<file path="config.mk">
export PLATFORM = sky130hd
export DESIGN_NAME = alu_arbiter_flat
export DESIGN_NICKNAME = d
export VERILOG_FILES = /design/src/rtl/alu_arbiter_if.sv /design/src/rtl/alu_arbiter.sv /design/src/flat_wrapper.sv
export SDC_FILE = /design/constraint.sdc
export NUM_CORES = 1
export LEC_CHECK = 0
export ABC_AREA = 1
export ABC_CLOCK_PERIOD_IN_PS = 2600
export CORE_UTILIZATION = 45
export DETAILED_ROUTE_END_ITERATION = 10
export PLACE_DENSITY = 0.93
export SETUP_SLACK_MARGIN = 0.15
export SYNTH_ARGS = -nofsm -noshare
export SYNTH_HDL_FRONTEND = slang
export SYNTH_SLANG_ARGS = --single-unit
export TNS_END_PERCENT = 100
</file>
<file path="constraint.sdc">
create_clock -name clk -period 2.6 [get_ports clk]
set_input_delay 0.26 -clock clk [delete_from_list [all_inputs] [get_ports clk]]
set_output_delay 0.26 -clock clk [all_outputs]
set_load 0.01 [all_outputs]
</file>
<file path="src/rtl/alu_arbiter_if.sv">
// Requester, response and ALU-side signals of the two-port ALU arbiter.
// The arbiter takes the slave side; requesters and the ALU sit on the master side.
interface alu_arbiter_if #(
  parameter int BUS_WIDTH = 8
);
  logic                 req0_valid, req0_ready;
  logic [BUS_WIDTH-1:0] req0_a, req0_b;
  logic [3:0]           req0_cmd;
  logic                 rsp0_valid, rsp0_ready, rsp0_flag;
  logic [BUS_WIDTH-1:0] rsp0_out;

  logic                 req1_valid, req1_ready;
  logic [BUS_WIDTH-1:0] req1_a, req1_b;
  logic [3:0]           req1_cmd;
  logic                 rsp1_valid, rsp1_ready, rsp1_flag;
  logic [BUS_WIDTH-1:0] rsp1_out;

  logic [BUS_WIDTH-1:0] alu_a, alu_b, alu_out;
  logic [3:0]           alu_command;
  logic                 alu_overflow;

  modport slave (
    input  req0_valid, req0_a, req0_b, req0_cmd, rsp0_ready,
    input  req1_valid, req1_a, req1_b, req1_cmd, rsp1_ready,
    output req0_ready, rsp0_valid, rsp0_out, rsp0_flag,
    output req1_ready, rsp1_valid, rsp1_out, rsp1_flag,
    output alu_a, alu_b, alu_command,
    input  alu_out, alu_overflow
  );

  modport master (
    output req0_valid, req0_a, req0_b, req0_cmd, rsp0_ready,
    output req1_valid, req1_a, req1_b, req1_cmd, rsp1_ready,
    input  req0_ready, rsp0_valid, rsp0_out, rsp0_flag,
    input  req1_ready, rsp1_valid, rsp1_out, rsp1_flag,
    input  alu_a, alu_b, alu_command,
    output alu_out, alu_overflow
  );
endinterface

</file>
<file path="src/rtl/alu_arbiter.sv">
// Round-robin sharing of one combinational ALU between two requesters.
// One op in flight: IDLE (grant) -> EXEC (capture ALU result) -> RESP (hold until taken).
module alu_arbiter #(
  parameter int BUS_WIDTH = 8
) (
  input  logic        clk,
  input  logic        reset,
  alu_arbiter_if.slave bus
);
  typedef enum logic [1:0] {IDLE, EXEC, RESP} state_t;

  state_t                        state_q, state_d;
  logic                          prio_q, prio_d, owner_q, owner_d;
  logic [BUS_WIDTH-1:0]          alu_a_q, alu_a_d, alu_b_q, alu_b_d;
  logic [3:0]                    alu_cmd_q, alu_cmd_d;
  logic [1:0]                    rsp_valid_q, rsp_valid_d, rsp_flag_q, rsp_flag_d;
  logic [1:0][BUS_WIDTH-1:0]     rsp_out_q, rsp_out_d;

  logic [1:0]                    req_valid, rsp_ready, grant;
  logic [1:0][BUS_WIDTH-1:0]     req_a, req_b;
  logic [1:0][3:0]               req_cmd;
  logic                          flag_cmd;

  assign req_valid = {bus.req1_valid, bus.req0_valid};
  assign rsp_ready = {bus.rsp1_ready, bus.rsp0_ready};
  assign req_a     = {bus.req1_a, bus.req0_a};
  assign req_b     = {bus.req1_b, bus.req0_b};
  assign req_cmd   = {bus.req1_cmd, bus.req0_cmd};

  // Only add and the three compares produce a meaningful flag.
  assign flag_cmd = (alu_cmd_q == 4'd0) || (alu_cmd_q inside {[4'd7:4'd9]});

  always_comb begin
    grant = '0;
    if (state_q == IDLE) begin
      if (req_valid[prio_q])       grant[prio_q]  = 1'b1;
      else if (req_valid[~prio_q]) grant[~prio_q] = 1'b1;
    end
  end

  always_comb begin
    state_d     = state_q;
    prio_d      = prio_q;
    owner_d     = owner_q;
    alu_a_d     = alu_a_q;
    alu_b_d     = alu_b_q;
    alu_cmd_d   = alu_cmd_q;
    rsp_valid_d = rsp_valid_q;
    rsp_flag_d  = rsp_flag_q;
    rsp_out_d   = rsp_out_q;
    case (state_q)
      IDLE: if (|grant) begin
        owner_d   = grant[1];
        alu_a_d   = req_a[grant[1]];
        alu_b_d   = req_b[grant[1]];
        alu_cmd_d = req_cmd[grant[1]];
        state_d   = EXEC;
      end
      EXEC: begin
        rsp_out_d[owner_q]   = bus.alu_out;
        rsp_flag_d[owner_q]  = flag_cmd & bus.alu_overflow;
        rsp_valid_d[owner_q] = 1'b1;
        state_d              = RESP;
      end
      RESP: if (rsp_ready[owner_q]) begin
        rsp_valid_d[owner_q] = 1'b0;
        prio_d               = ~owner_q;
        state_d              = IDLE;
      end
      default: state_d = IDLE;
    endcase
  end

  always_ff @(posedge clk or posedge reset) begin
    if (reset) begin
      state_q     <= IDLE;
      prio_q      <= 1'b0;
      owner_q     <= 1'b0;
      alu_a_q     <= '0;
      alu_b_q     <= '0;
      alu_cmd_q   <= '0;
      rsp_valid_q <= '0;
      rsp_flag_q  <= '0;
      rsp_out_q   <= '0;
    end else begin
      state_q     <= state_d;
      prio_q      <= prio_d;
      owner_q     <= owner_d;
      alu_a_q     <= alu_a_d;
      alu_b_q     <= alu_b_d;
      alu_cmd_q   <= alu_cmd_d;
      rsp_valid_q <= rsp_valid_d;
      rsp_flag_q  <= rsp_flag_d;
      rsp_out_q   <= rsp_out_d;
    end
  end

  assign bus.req0_ready  = grant[0];
  assign bus.req1_ready  = grant[1];
  assign bus.alu_a       = alu_a_q;
  assign bus.alu_b       = alu_b_q;
  assign bus.alu_command = alu_cmd_q;
  assign bus.rsp0_valid  = rsp_valid_q[0];
  assign bus.rsp0_out    = rsp_out_q[0];
  assign bus.rsp0_flag   = rsp_flag_q[0];
  assign bus.rsp1_valid  = rsp_valid_q[1];
  assign bus.rsp1_out    = rsp_out_q[1];
  assign bus.rsp1_flag   = rsp_flag_q[1];
endmodule

</file>
<file path="src/flat_wrapper.sv">
// flat-port wrapper written by rule: the top's interface ports become plain ports
module alu_arbiter_flat 
#(
  parameter int BUS_WIDTH = 8
)
  (clk, reset, bus_req0_valid, bus_req0_a, bus_req0_b, bus_req0_cmd, bus_rsp0_ready, bus_req1_valid, bus_req1_a, bus_req1_b, bus_req1_cmd, bus_rsp1_ready, bus_req0_ready, bus_rsp0_valid, bus_rsp0_out, bus_rsp0_flag, bus_req1_ready, bus_rsp1_valid, bus_rsp1_out, bus_rsp1_flag, bus_alu_a, bus_alu_b, bus_alu_command, bus_alu_out, bus_alu_overflow);
  alu_arbiter_if #(.BUS_WIDTH(BUS_WIDTH)) bus_i ();
  input  logic clk;
  input  logic reset;
  input wire logic [$bits(bus_i.req0_valid)-1:0] bus_req0_valid;
  input wire logic [$bits(bus_i.req0_a)-1:0] bus_req0_a;
  input wire logic [$bits(bus_i.req0_b)-1:0] bus_req0_b;
  input wire logic [$bits(bus_i.req0_cmd)-1:0] bus_req0_cmd;
  input wire logic [$bits(bus_i.rsp0_ready)-1:0] bus_rsp0_ready;
  input wire logic [$bits(bus_i.req1_valid)-1:0] bus_req1_valid;
  input wire logic [$bits(bus_i.req1_a)-1:0] bus_req1_a;
  input wire logic [$bits(bus_i.req1_b)-1:0] bus_req1_b;
  input wire logic [$bits(bus_i.req1_cmd)-1:0] bus_req1_cmd;
  input wire logic [$bits(bus_i.rsp1_ready)-1:0] bus_rsp1_ready;
  output wire logic [$bits(bus_i.req0_ready)-1:0] bus_req0_ready;
  output wire logic [$bits(bus_i.rsp0_valid)-1:0] bus_rsp0_valid;
  output wire logic [$bits(bus_i.rsp0_out)-1:0] bus_rsp0_out;
  output wire logic [$bits(bus_i.rsp0_flag)-1:0] bus_rsp0_flag;
  output wire logic [$bits(bus_i.req1_ready)-1:0] bus_req1_ready;
  output wire logic [$bits(bus_i.rsp1_valid)-1:0] bus_rsp1_valid;
  output wire logic [$bits(bus_i.rsp1_out)-1:0] bus_rsp1_out;
  output wire logic [$bits(bus_i.rsp1_flag)-1:0] bus_rsp1_flag;
  output wire logic [$bits(bus_i.alu_a)-1:0] bus_alu_a;
  output wire logic [$bits(bus_i.alu_b)-1:0] bus_alu_b;
  output wire logic [$bits(bus_i.alu_command)-1:0] bus_alu_command;
  input wire logic [$bits(bus_i.alu_out)-1:0] bus_alu_out;
  input wire logic [$bits(bus_i.alu_overflow)-1:0] bus_alu_overflow;
  assign bus_i.req0_valid = bus_req0_valid;
  assign bus_i.req0_a = bus_req0_a;
  assign bus_i.req0_b = bus_req0_b;
  assign bus_i.req0_cmd = bus_req0_cmd;
  assign bus_i.rsp0_ready = bus_rsp0_ready;
  assign bus_i.req1_valid = bus_req1_valid;
  assign bus_i.req1_a = bus_req1_a;
  assign bus_i.req1_b = bus_req1_b;
  assign bus_i.req1_cmd = bus_req1_cmd;
  assign bus_i.rsp1_ready = bus_rsp1_ready;
  assign bus_req0_ready = bus_i.req0_ready;
  assign bus_rsp0_valid = bus_i.rsp0_valid;
  assign bus_rsp0_out = bus_i.rsp0_out;
  assign bus_rsp0_flag = bus_i.rsp0_flag;
  assign bus_req1_ready = bus_i.req1_ready;
  assign bus_rsp1_valid = bus_i.rsp1_valid;
  assign bus_rsp1_out = bus_i.rsp1_out;
  assign bus_rsp1_flag = bus_i.rsp1_flag;
  assign bus_alu_a = bus_i.alu_a;
  assign bus_alu_b = bus_i.alu_b;
  assign bus_alu_command = bus_i.alu_command;
  assign bus_i.alu_out = bus_alu_out;
  assign bus_i.alu_overflow = bus_alu_overflow;
  alu_arbiter #(.BUS_WIDTH(BUS_WIDTH)) u_core (.clk(clk), .reset(reset), .bus(bus_i));
endmodule
</file>
# Word level (Yosys, flattened, before mapping)
# Index checks and enable logic that the tools add are counted.
# totals
reg_bits	44
latchBits	0
ram_bits	0
mem_bits_ro	0
in_bits	55
out_inout_bits	42
wordCells	72
n_memories	0
# op_classes
addsub	0
multipliers	0
div	0
magnitude_cmp	9
n_eq_ne	4
n_shift	0
muxes	30
n_bitwise	6
reduce_logical	13
# op_table
cell	n
8-bit two-way mux	5
16-bit bitwise mux	1
2-bit two-way mux	6
1-bit two-way mux	9
8-bit demux with 1-bit select	1
1-bit by 2-bit < comparator with 1-bit output (second input constant)	4
4-bit two-way mux	2
2-bit AND reduction	4
2-bit one-hot mux with 3 select lines	1
4-bit by 3-bit greater-or-equal comparator with 1-bit output (second input constant)	1
4-bit <= comparator (second input constant)	1
1-bit logical AND	4
4-bit zero test	1
2-bit one-hot mux with 2 select lines	1
1-bit demux with 1-bit select	3
1-bit greater-or-equal comparator (second input constant)	3
2-bit bitwise AND	1
2-bit bitwise mux	1
2-bit by 1-bit equality test with 1-bit output (second input constant)	1
2-bit equality test (second input constant)	1
2-bit zero test	1
2-bit by 1-bit != test with 1-bit output (second input constant)	1
2-bit != test (second input constant)	1
1-bit NOT	2
6 further kinds	6

# Logic depth before layout (Yosys ltp)
# Gate-level depths: netlist of run 1.
# logic_depth
ltp_word	11
ltp_mapped	9
mapped_depth_nobuf	8

# Worst setup path after synthesis of run 1
# OpenSTA, ideal clock, no wires.
# synth_timing
path_type	register -> output
startpoint	register u_core.state_q[0]
endpoint	output port bus_req1_ready
arrival_ps	921
path_slack_ps	1419
stages_incl_launch_ff	5
path_cell_list	dfrtp_1 -> nor2_4 -> nand2_2 -> buf_2 -> inv_1
# synth_between
elab_chain_cells	2
# synth_rtl
item	line_no	rtl
from (decl)	alu_arbiter.sv:12	state_t state_q, state_d;
from (signal assigned)	alu_arbiter.sv:86	state_q <= state_d;
2-bit zero test	alu_arbiter.sv:35	if (state_q == IDLE) begin
2-bit two-way mux	alu_arbiter.sv:35	
to (decl)	flat_wrapper.sv:24	output wire logic [$bits(bus_i.req1_ready)-1:0] bus_req1_ready;
# Every way passes these cells.

# Final worst setup path of run 1
# Same ends and word-level chain as after synthesis.

==> results summary, run 1 <==
The run finished with clean final reports. The final setup slack of the worst path is 0.4432 ns. In this run the vertical extent of the chip is just over 70 µm. For this run, the detailed router's first-pass iteration total came to 7. The sum of net half-perimeters after detailed placement is 4.031 mm.

The deepest level of the CTS H-tree came out at 2. The cell area after technology mapping came out at 2137 µm². The number of top-level design ports is a little under 100.

The count of warnings emitted by yosys came out at 0. The maximum clock frequency came out at around 460 MHz. The count of input and output buffers came out at 96.

The remaining number of nets flagged by the antenna check after routing is 0. The power per unit of standard cell area came out at 1112 nW/µm². Summed over all failing endpoints, the final setup total negative slack is 0 ns. The number of antenna diodes in the final layout is 0.

The endpoint kind of the worst setup timing path is an output pin. The transition at the pin with the smallest max-transition slack is 0.8715 ns. The die width is 70.91 µm.

The number of failing hold endpoints at the final stage came out at 0. The share of the yosys chip area belonging to registers is between 50% and 60%. The number of nets in the synthesized netlist is approximately 330. The number of clock sinks is 44.

The post-cts repair resize count came out at 0. The type of origin of the critical path is a register. The cell chosen for the clock root is sky130_fd_sc_hd__clkbuf_8. The most used flip-flop cell after synthesis is sky130_fd_sc_hd__dfrtp_1. The floorplan step defined a die boundary enclosing 5028 µm². Counting instances in the post-synthesis netlist gives the leading cell types as sky130_fd_sc_hd__nand2_1 (93), sky130_fd_sc_hd__inv_1 (55), sky130_fd_sc_hd__dfrtp_1 (44), sky130_fd_sc_hd__nand3_1 (41), sky130_fd_sc_hd__o21ai_0 (20).

The worst setup skew after layout came out at approximately 0.0099 ns. Across all layers, the routed design uses ~2.1k vias. The total core area came out at between 4000 and 5000 µm². Routability-driven placement finished with a final weighted congestion of ~0.89.

Ranked by total cell area, the synthesized netlist is headed by sky130_fd_sc_hd__dfrtp_1 (52%), sky130_fd_sc_hd__nand2_1 (16%), sky130_fd_sc_hd__inv_1 (9.7%). The async set-or-reset flop fraction in the synthesized netlist is 100.0%. Entering global routing, the biggest net connects 45 pins. The number of CTS-inserted buffers is 5. The number of flops mapped to enable cells by yosys is 0. For the worst setup path, the data required time is about 2.3 ns. The number of antenna violations at the first check in global routing came out at 0. Global routing used a little under a quarter of the available tracks across all layers. Timing analysis after detailed placement gives a worst setup slack of about 0.59 ns. The arrival time of the worst setup path is about 1.9 ns. The top cell type's share of synthesized area is between 50% and 60%.

Counting every instance in the synthesized netlist gives 279. By startpoint and endpoint, the worst setup path is classified as register to output pin. Hold timing on the final database bottoms out at a slack of around 0.47 ns. Of the cells placed in the final design, the portion with a size suffix greater than 1 is 5.348%. The slack of the worst reg-to-reg path is approximately 0.70 ns. Setup repair after global routing left no endpoint under its margin.

No sink is reached through more buffers than the 2 on the longest clock path. The mean routed wirelength per cell came out at between 10 and 15 µm. The number of distinct library cells after synthesis is 18. The analysis attributes to cell leakage a power of roughly 1.7 nW. The clock transition at the registers of the reported paths came out at about 0.08 ns. The number of setup violations in the final report is 0. The wire length of the first global-routing pass is roughly 9 mm. The number of setup buffers added after CTS came out at 0.

The number of global-route vias before repair is 2091. The DRC violation total after the first TritonRoute iteration came out at ~130. The total number of placement rows is 24. The post-synthesis sequential element count came out at 44.

The highest net fanout along the worst path is 12. In this run the mean area of a mapped cell was approximately 7.7 µm². In the post-synthesis netlist, the cell with the most instances is sky130_fd_sc_hd__nand2_1. The maximum resistive drop on vdd is approximately 0.00047 V. The final critical-path required period is approximately 2.2 ns. The min-delay analysis places its worst path in the category primary input to asynchronous set/reset pin.

The final number of max-transition violations is 0. With fillers left out, the area of the finished cells amounts to roughly 3200 µm². Buffers inserted to repair hold after CTS numbered 0. The clock insertion delay at the later pin of the skew report came out at 0.29 ns. The number of vias per cell is roughly 5. The detailed-route wire length is between 5 and 6 mm. The final clock period utilization by the worst path came out at just over 80%. The remaining global-route overflow is 0. TritonCTS built the clock tree. The max-cap violation count came out at 0.

The placement-stage cell area is approximately 3100 µm². The layout overhead on the synthesized area came out at 50.94%. The remaining design rule violation count is 0. The initial standard-cell utilization of the core came out at between 40% and 50%.

The final-stage net count is around 430. The largest total area in the synthesized netlist belongs to sky130_fd_sc_hd__dfrtp_1. The tightest slew margin relative to the limit is approximately two fifths.
-- registers in the layout (all words and copies together) (netlist names), named ones only --
register,count
u_core.bus.alu_command,4
u_core.rsp_flag_q,2
u_core.bus.rsp0_out,8
u_core.state_q,2
u_core.owner_q,1
u_core.bus.rsp1_out,8
u_core.prio_q,1
u_core.bus.alu_a,8
u_core.bus.alu_b,8
-- critical path, cell delays in order (launching register included) --
cell and delay [ns]:
sky130_fd_sc_hd__dfrtp_1 0.47, sky130_fd_sc_hd__nor2_4 0.29, sky130_fd_sc_hd__nand2_2 0.21, sky130_fd_sc_hd__inv_1 0.09, sky130_fd_sc_hd__clkdlybuf4s50_1 0.54
-- logic make-up after synthesis --
group           synth area share [%]
compound gates                 4.918
flops                          51.52
buf+inv                        13.82
simple gates                   29.74
-- per-stage QoR --
stage               std cells  util [%]  total power, mW
floorplan                 279         -            2.181
global placement          418     69.85            2.970
detailed placement        418     69.85            3.047
CTS                       426     72.58            3.599
global route              426     72.58            3.842
finish                    426     72.58            3.588
-- final cells by class --
type | instances | area, µm²
Sequential cell | 44 | 1101
Inverter | 57 | 214.0
Clock inverter | 2 | 38.79
Multi-Input combinational cell | 166 | 740.7
Timing Repair Buffer | 99 | 983.4
Clock buffer | 6 | 82.58
Tap cell | 52 | 65.06
Fill cell | 329 | 1219
-- path summary, 6_finish.rpt --
kind / from / end / cells after the start
min in group clk: register / register / 2
max in group asynchronous: reset / u_core.bus.alu_b[5] / 2
min: reset / u_core.bus.alu_a[4] / 2
max reg2reg: u_core.state_q[0] / u_core.bus.alu_b[3] / 6
max: u_core.state_q[0] / bus_req1_ready / 4
min reg2reg: register / register / 2
-- where the power goes --
| part | internal, mW | switching (mW) | leakage [nW] |
|---|---|---|---|
| Combinational | 0.880 | 0.918 | 1.09 |
| Sequential | 1.03 | 0.219 | 0.537 |
| Clock | 0.314 | 0.230 | 0.0614 |
-- cells in the final DEF, fill, tap and decap left out --
master	n
sky130_fd_sc_hd__a21oi_1	1
sky130_fd_sc_hd__buf_4	3
sky130_fd_sc_hd__bufinv_16	1
sky130_fd_sc_hd__clkbuf_8	6
sky130_fd_sc_hd__clkdlybuf4s50_1	96
sky130_fd_sc_hd__clkinv_4	1
sky130_fd_sc_hd__dfrtp_1	44
sky130_fd_sc_hd__inv_1	54
sky130_fd_sc_hd__inv_2	3
sky130_fd_sc_hd__nand2_1	93
sky130_fd_sc_hd__nand2_2	2
sky130_fd_sc_hd__nand3_1	41
sky130_fd_sc_hd__nand3_2	2
sky130_fd_sc_hd__nand3b_1	2
sky130_fd_sc_hd__nor2_1	2
sky130_fd_sc_hd__nor2_4	1
sky130_fd_sc_hd__o21ai_0	20
sky130_fd_sc_hd__or2_1	1
sky130_fd_sc_hd__or2_4	1
-- routing by layer --
metal	share of wire, %	wire length, µm	vias to the layer above	global-route usage (%)
met5	0	0	-	0
met4	3.6	193	0	11.56
met3	5.5	296	18	6.410
met2	51	2762	92	40.71
met1	40	2142	987	25.35
li1	-	-	1029	-
Power figures use the tool's default switching activity.
==> run 2, diff against run 1 <==
Settings changed: ABC_CLOCK_PERIOD_IN_PS 2600 to 2260, CORE_UTILIZATION 45 to 41, PLACE_DENSITY 0.93 to 0.86.
Clock period 2.6 ns to 2.26 ns, I/O delays scaled along.
==> results summary, run 2 (same netlist as run 1, synthesis figures left out) <==
The flow ran to the end, and the final reports show no timing, DRC or antenna violations. In this run the worst path has a maximum fanout of 5. The total number of vias came out at roughly 2.0k. Between clock sinks in the finished design, the worst skew comes to about 0.0074 ns. At the end of the flow the core is filled with cells to roughly 67%.

The number of antenna violations at the first check in global routing is 0. The initial standard-cell utilization of the core is about 44%. The die width is around 74 µm.

The arrival time of the worst setup path is 1.68 ns. The area of the die came out at ~5500 µm². The endpoint kind of the worst setup timing path is an output pin. The worst-case clock buffer depth came out at 2. At the end of routability-driven placement, the weighted congestion stood at 0.7396. Prior to clock tree synthesis, the placed netlist has a worst setup slack of 0.3729 ns.

The worst path required time is about 2 ns. The placement-stage cell area is 3138 µm². The worst hold margin is ~0.33 ns.

The maximum clock frequency came out at about 520 MHz. The detailed-route wire length is 5.327 mm. The mean routed wirelength per cell is ~12 µm.

The total negative setup slack came out at 0 ns. The slack of the worst reg-to-reg path is 0.59 ns. The overall fraction of global-route tracks in use is between 20 and 25%.

The layout overhead on the synthesized area is 51.87%. The worst path meets setup with around 0.35 ns of slack. The number of vias per cell is approximately 4.6. The final critical-path required period is around 1.9 ns. The cts-stage hold buffer count is 0.

The type of origin of the critical path is a register. Headroom to the max-slew limit came out at between 50% and 60%. The wire length of the first global-routing pass is around 8.6 mm. The power per unit of standard cell area came out at between 1000 and 1500 nW/µm². The remaining number of nets flagged by the antenna check after routing is 0. The clock insertion delay at the later pin of the skew report is 0.28 ns. Input and output buffers added on the ports amount to 96. The number of failing hold endpoints at the final stage is 0.

The largest net degree at the start of global routing came out at 32. The non-filler instance count after layout is 443. The count of inserted antenna diode cells is 0. The number of clock sinks came out at 44. The tree is rooted in a sky130_fd_sc_hd__clkbuf_8. In this run the standard cell core region covers between 4000 and 5000 µm².

From bottom edge to top edge, the die measures approximately 74 µm. The design draws between 4 and 5 mW. At the pin with the least slew margin, the transition time is 0.6138 ns. The min-delay analysis places its worst path in the category primary input to asynchronous set/reset pin. Setup repair after global routing left no endpoint under its margin. The number of setup violations in the final report came out at 0. The number of global-route vias before repair is around 1.9k. With fillers left out, the area of the finished cells amounts to around 3200 µm². The leakage dissipation is roughly 1.7 nW. The maximum resistive drop on vdd is between 0.0007 and 0.0008 V. The final-stage net count is 430. The setup path with the least slack is of type register to output pin. The clock transition at the registers of the reported paths is 0.08 ns.

The fraction of layout instances using a drive strength above 1 came out at 5.585%. The sum of net half-perimeters after detailed placement is approximately 4.1 mm. The total number of placement rows is 25.

The remaining design rule violation count came out at 0. For this block, the initial DRC count from the detailed router was 90. The placed instance count came out at around 440. The remaining global-route overflow is 0. Leaving out fill and tap cells, the most frequent cell in the layout is sky130_fd_sc_hd__clkdlybuf4s50_1. In the layout the commonest cells are sky130_fd_sc_hd__clkdlybuf4s50_1 (96), sky130_fd_sc_hd__nand2_1 (93), sky130_fd_sc_hd__inv_1 (54).

The number of CTS-inserted buffers came out at 5. CTS built an H-tree with a depth of 2. The final number of max-transition violations is 0. TritonCTS built the clock tree. The number of setup buffers added after CTS came out at 0. The total iterations of the first detailed-routing run came out at 4. The final clock period utilization by the worst path came out at a little over four fifths. The number of top-level design ports is 97. The post-cts repair resize count is 0. The max-cap violation count is 0.
==> run 2: changes by cell type in the layout (fill, tap and decap cells not counted) <==
cell / previous run / this run
sky130_fd_sc_hd__clkbuf_8: 6 / 5
sky130_fd_sc_hd__clkinv_2: 0 / 1
sky130_fd_sc_hd__clkinv_4: 1 / 0
sky130_fd_sc_hd__buf_4: 3 / 5
sky130_fd_sc_hd__clkbuf_1: 0 / 1
==> run 2: metal layers <==
| metal | track usage, % | part of all wire, % | up-vias |
|---|---|---|---|
| met4 | 4.060 | 0.53 | 0 |
| met1 | 26.57 | 43 | 956 |
| met5 | 0 | 0 | - |
| met2 | 35.86 | 53 | 45 |
| li1 | - | - | 1031 |
| met3 | 3.252 | 3.3 | 2 |
==> run 2: final cells by class <==
class / count / area [µm²]
fillers: 404 / 1634
flip-flops and latches: 44 / 1101
repair buffers: 101 / 998.5
multi-input cells: 166 / 740.7
inverters: 57 / 214.0
well taps: 67 / 83.83
clock buffers: 6 / 72.57
clock inverters: 2 / 35.03
==> run 2: power breakdown <==
group | internal [mW] | leakage, nW | switching, mW
clock network | 0.328 | 0.0552 | 0.242
registers | 1.18 | 0.537 | 0.252
logic | 1.01 | 1.10 | 1.04
==> run 2: path summary, 6_finish.rpt <==
| check | startpoint | endpoint | depth (start not counted) |
|---|---|---|---|
| max | u_core.state_q[0] | bus_req0_ready | 4 |
| min | reset | u_core.bus.rsp1_out[4] | 2 |
| min reg2reg | register | register | 2 |
| min in group clk | register | register | 2 |
| max reg2reg | u_core.state_q[0] | u_core.bus.alu_b[5] | 6 |
| max in group asynchronous | reset | u_core.state_q[0] | 3 |
==> run 2: worst max-delay path, cell delays in order, from the launching register on <==
cell and delay, ns:
sky130_fd_sc_hd__dfrtp_1 0.47, sky130_fd_sc_hd__nor2_4 0.17, sky130_fd_sc_hd__nand3_1 0.14, sky130_fd_sc_hd__inv_1 0.10
sky130_fd_sc_hd__clkdlybuf4s50_1 0.53
==> run 3, diff against run 2 <==
Settings changed: ABC_CLOCK_PERIOD_IN_PS 2260 to 1700, CORE_UTILIZATION 41 to 37, PLACE_DENSITY 0.86 to 0.83.
Clock period 2.26 ns to 1.7 ns, I/O delays scaled along.
==> results summary, run 3 (same netlist as run 1, synthesis figures left out) <==
In this run the worst path has a maximum fanout of 4. For this run, design rule violations remaining after detail routing come to 0. The number of setup violations in the final report is 0. The worst setup skew after layout is between 0.006 and 0.007 ns. The number of clock sinks is 44.

The placed instance count came out at 442. The layout has 512 filler cells. The slowest stage of the critical path belongs to the cell sky130_fd_sc_hd__clkdlybuf4s50_1. The final clock period utilization by the worst path is about 86%. Broken down by cell family, the worst path's largest delay share belongs to buffers and inverters. The non-filler instance count after layout is 450.

The total core area came out at 5540 µm². The clock reaches the later pin of the worst-skew pair after 0.30 ns. Detailed placement finished with a half-perimeter wire length of a little under 4 mm. The cell chosen for the clock root is sky130_fd_sc_hd__clkbuf_8. In this run the core area contains 27 standard-cell rows. The final estimated routing congestion in global placement came out at around 0.77. Entering global routing, the biggest net connects between 40 and 50 pins. The total overflow left after global routing is 0. The number of antenna violations at the first check in global routing is 0. The worst setup path is launched from a register.

The count of inserted antenna diode cells came out at 0. The tightest slew margin relative to the limit came out at between 70 and 80%. The DRC violation total after the first TritonRoute iteration is about 110. The class of the tightest hold or removal check is primary input to asynchronous set/reset pin.

The count of input and output buffers is 96. Compared with the post-synthesis result, the final layout area differs by 52.34%. The remaining number of nets flagged by the antenna check after routing is 0. The area of the die is a little over 6000 µm². The fraction of layout instances using a drive strength above 1 came out at 6.085%. In the global route stage, overall resource usage came out at approximately a fifth. Measured along the x axis, the die boundary spans slightly below 80 µm.

The clock transition at the registers of the reported paths came out at approximately 0.07 ns. The max-cap violation count is 0. TritonCTS built the clock tree. For this design the static power due to leakage is about 1.7 nW. The number of setup buffers added after CTS came out at 0.

The mean routed wirelength per cell is about 12 µm. The first detailed-routing pass ran for 4 iterations. Setup repair after global routing left no endpoint under its margin.

For the final routed database, the setup TNS stands at 0 ns. The power per unit of standard cell area is between 1500 and 2000 nW/µm². The die span in y is just under 80 µm. The number of CTS-inserted buffers came out at 5. Timing would allow up to between 600 and 700 MHz. The transition at the pin with the smallest max-transition slack came out at 0.3570 ns. The run finished with clean final reports. The final critical-path required period is roughly 1.5 ns. After detailed routing, the number of vias per cell comes to 4.609. By startpoint and endpoint, the worst setup path is classified as register to output pin. The worst path buffer plus inverter count is 1.

Wires add up to around 5.3 mm. The total number of vias came out at 2074. The final number of max-transition violations was 0. The arrival time of the worst setup path came out at between 1 and 1.5 ns. Leaving out fill and tap cells, the most frequent cell in the layout is sky130_fd_sc_hd__clkdlybuf4s50_1.

The critical path goes through clkdlybuf4s50_1. The cts-stage hold buffer count is 0. The top cell types in the final layout, fill and taps aside, are sky130_fd_sc_hd__clkdlybuf4s50_1 (94), sky130_fd_sc_hd__nand2_1 (93), sky130_fd_sc_hd__inv_1 (54).

The initial utilization of the core area, before any placement, comes to about two fifths. The delay of the slowest critical-path stage came out at ~0.57 ns. The number of failing hold endpoints at the final stage came out at 0.

STA classifies the critical path endpoint as an output pin. The worst path required time is 1.53 ns. The number of global-route vias before repair came out at around 2k. The final-stage net count came out at between 400 and 500.

The maximum resistive drop on vdd came out at a little over 0.0006 V. The wire length of the first global-routing pass came out at between 8 and 9 mm. The number of top-level design ports is 97.

The deepest level of the CTS H-tree came out at 2. The worst-case clock buffer depth came out at 2.
-- run 3: metrics by stage --
step | utilization (%) | power [mW] | setup slack, ns | hold slack [ns] | cell area, µm²
finish | 58.76 | 5.320 | 0.2314 | 0.2348 | 3256
global route | 58.76 | 5.765 | 0.1781 | 0.2505 | 3256
CTS | 58.83 | 5.389 | 0.1447 | 0.2420 | 3259
detailed placement | 57.25 | 4.728 | 0.03514 | 0.4637 | 3172
global placement | 57.25 | 4.627 | 0.07498 | 0.4589 | 3172
floorplan | - | 3.335 | 0.4989 | 0.3128 | 2137
-- run 3: cell type report --
type | count | area (µm²) | share of cell area, %
sequential | 44 | 1101 | 33.82
timing repair buffer | 103 | 1020 | 31.32
multi-input combinational | 166 | 740.7 | 22.75
inverter | 57 | 214.0 | 6.572
clock buffer | 8 | 90.09 | 2.767
tap | 72 | 90.09 | 2.767
-- run 3: path summary, 6_finish.rpt --
path,from,endpoint,slack (ns),cells past startpoint
max in group asynchronous,reset,u_core.state_q[0],1.25,3
min in group clk,bus_alu_out[1],u_core.bus.rsp0_out[1],0.45,3
hold / removal,reset,u_core.bus.rsp1_out[0],0.23,3
setup / recovery,u_core.bus.alu_command[2],bus_alu_command[2],0.23,1
hold reg to reg,u_core.bus.alu_b[0],u_core.bus.alu_b[0],0.48,2
setup reg to reg,u_core.state_q[0],u_core.bus.alu_command[0],0.34,6
-- run 3: power by group --
group | leakage, nW | internal (mW) | switching [mW] | total (mW)
combinational | 1.12 | 1.38 | 1.38 | 2.76
clock | 0.0455 | 0.331 | 0.332 | 0.664
sequential | 0.537 | 1.57 | 0.324 | 1.90
total | 1.70 | 3.28 | 2.04 | 5.32
-- run 3: layer usage --
| layer | vias to the layer above | track usage (%) | share of wire, % |
|---|---|---|---|
| li1 | 1035 | - | - |
| met1 | 953 | 22.41 | 43 |
| met2 | 73 | 32.74 | 48 |
| met3 | 13 | 4.235 | 6.7 |
| met4 | 0 | 7.222 | 2.1 |
| met5 | - | 0 | 0 |
-- run 3: what timing repair did --
item / CTS / global route
hold endpoints to repair: 0 / 0
gates resized for setup: 2 / 2
setup endpoints to repair: 2 / 1
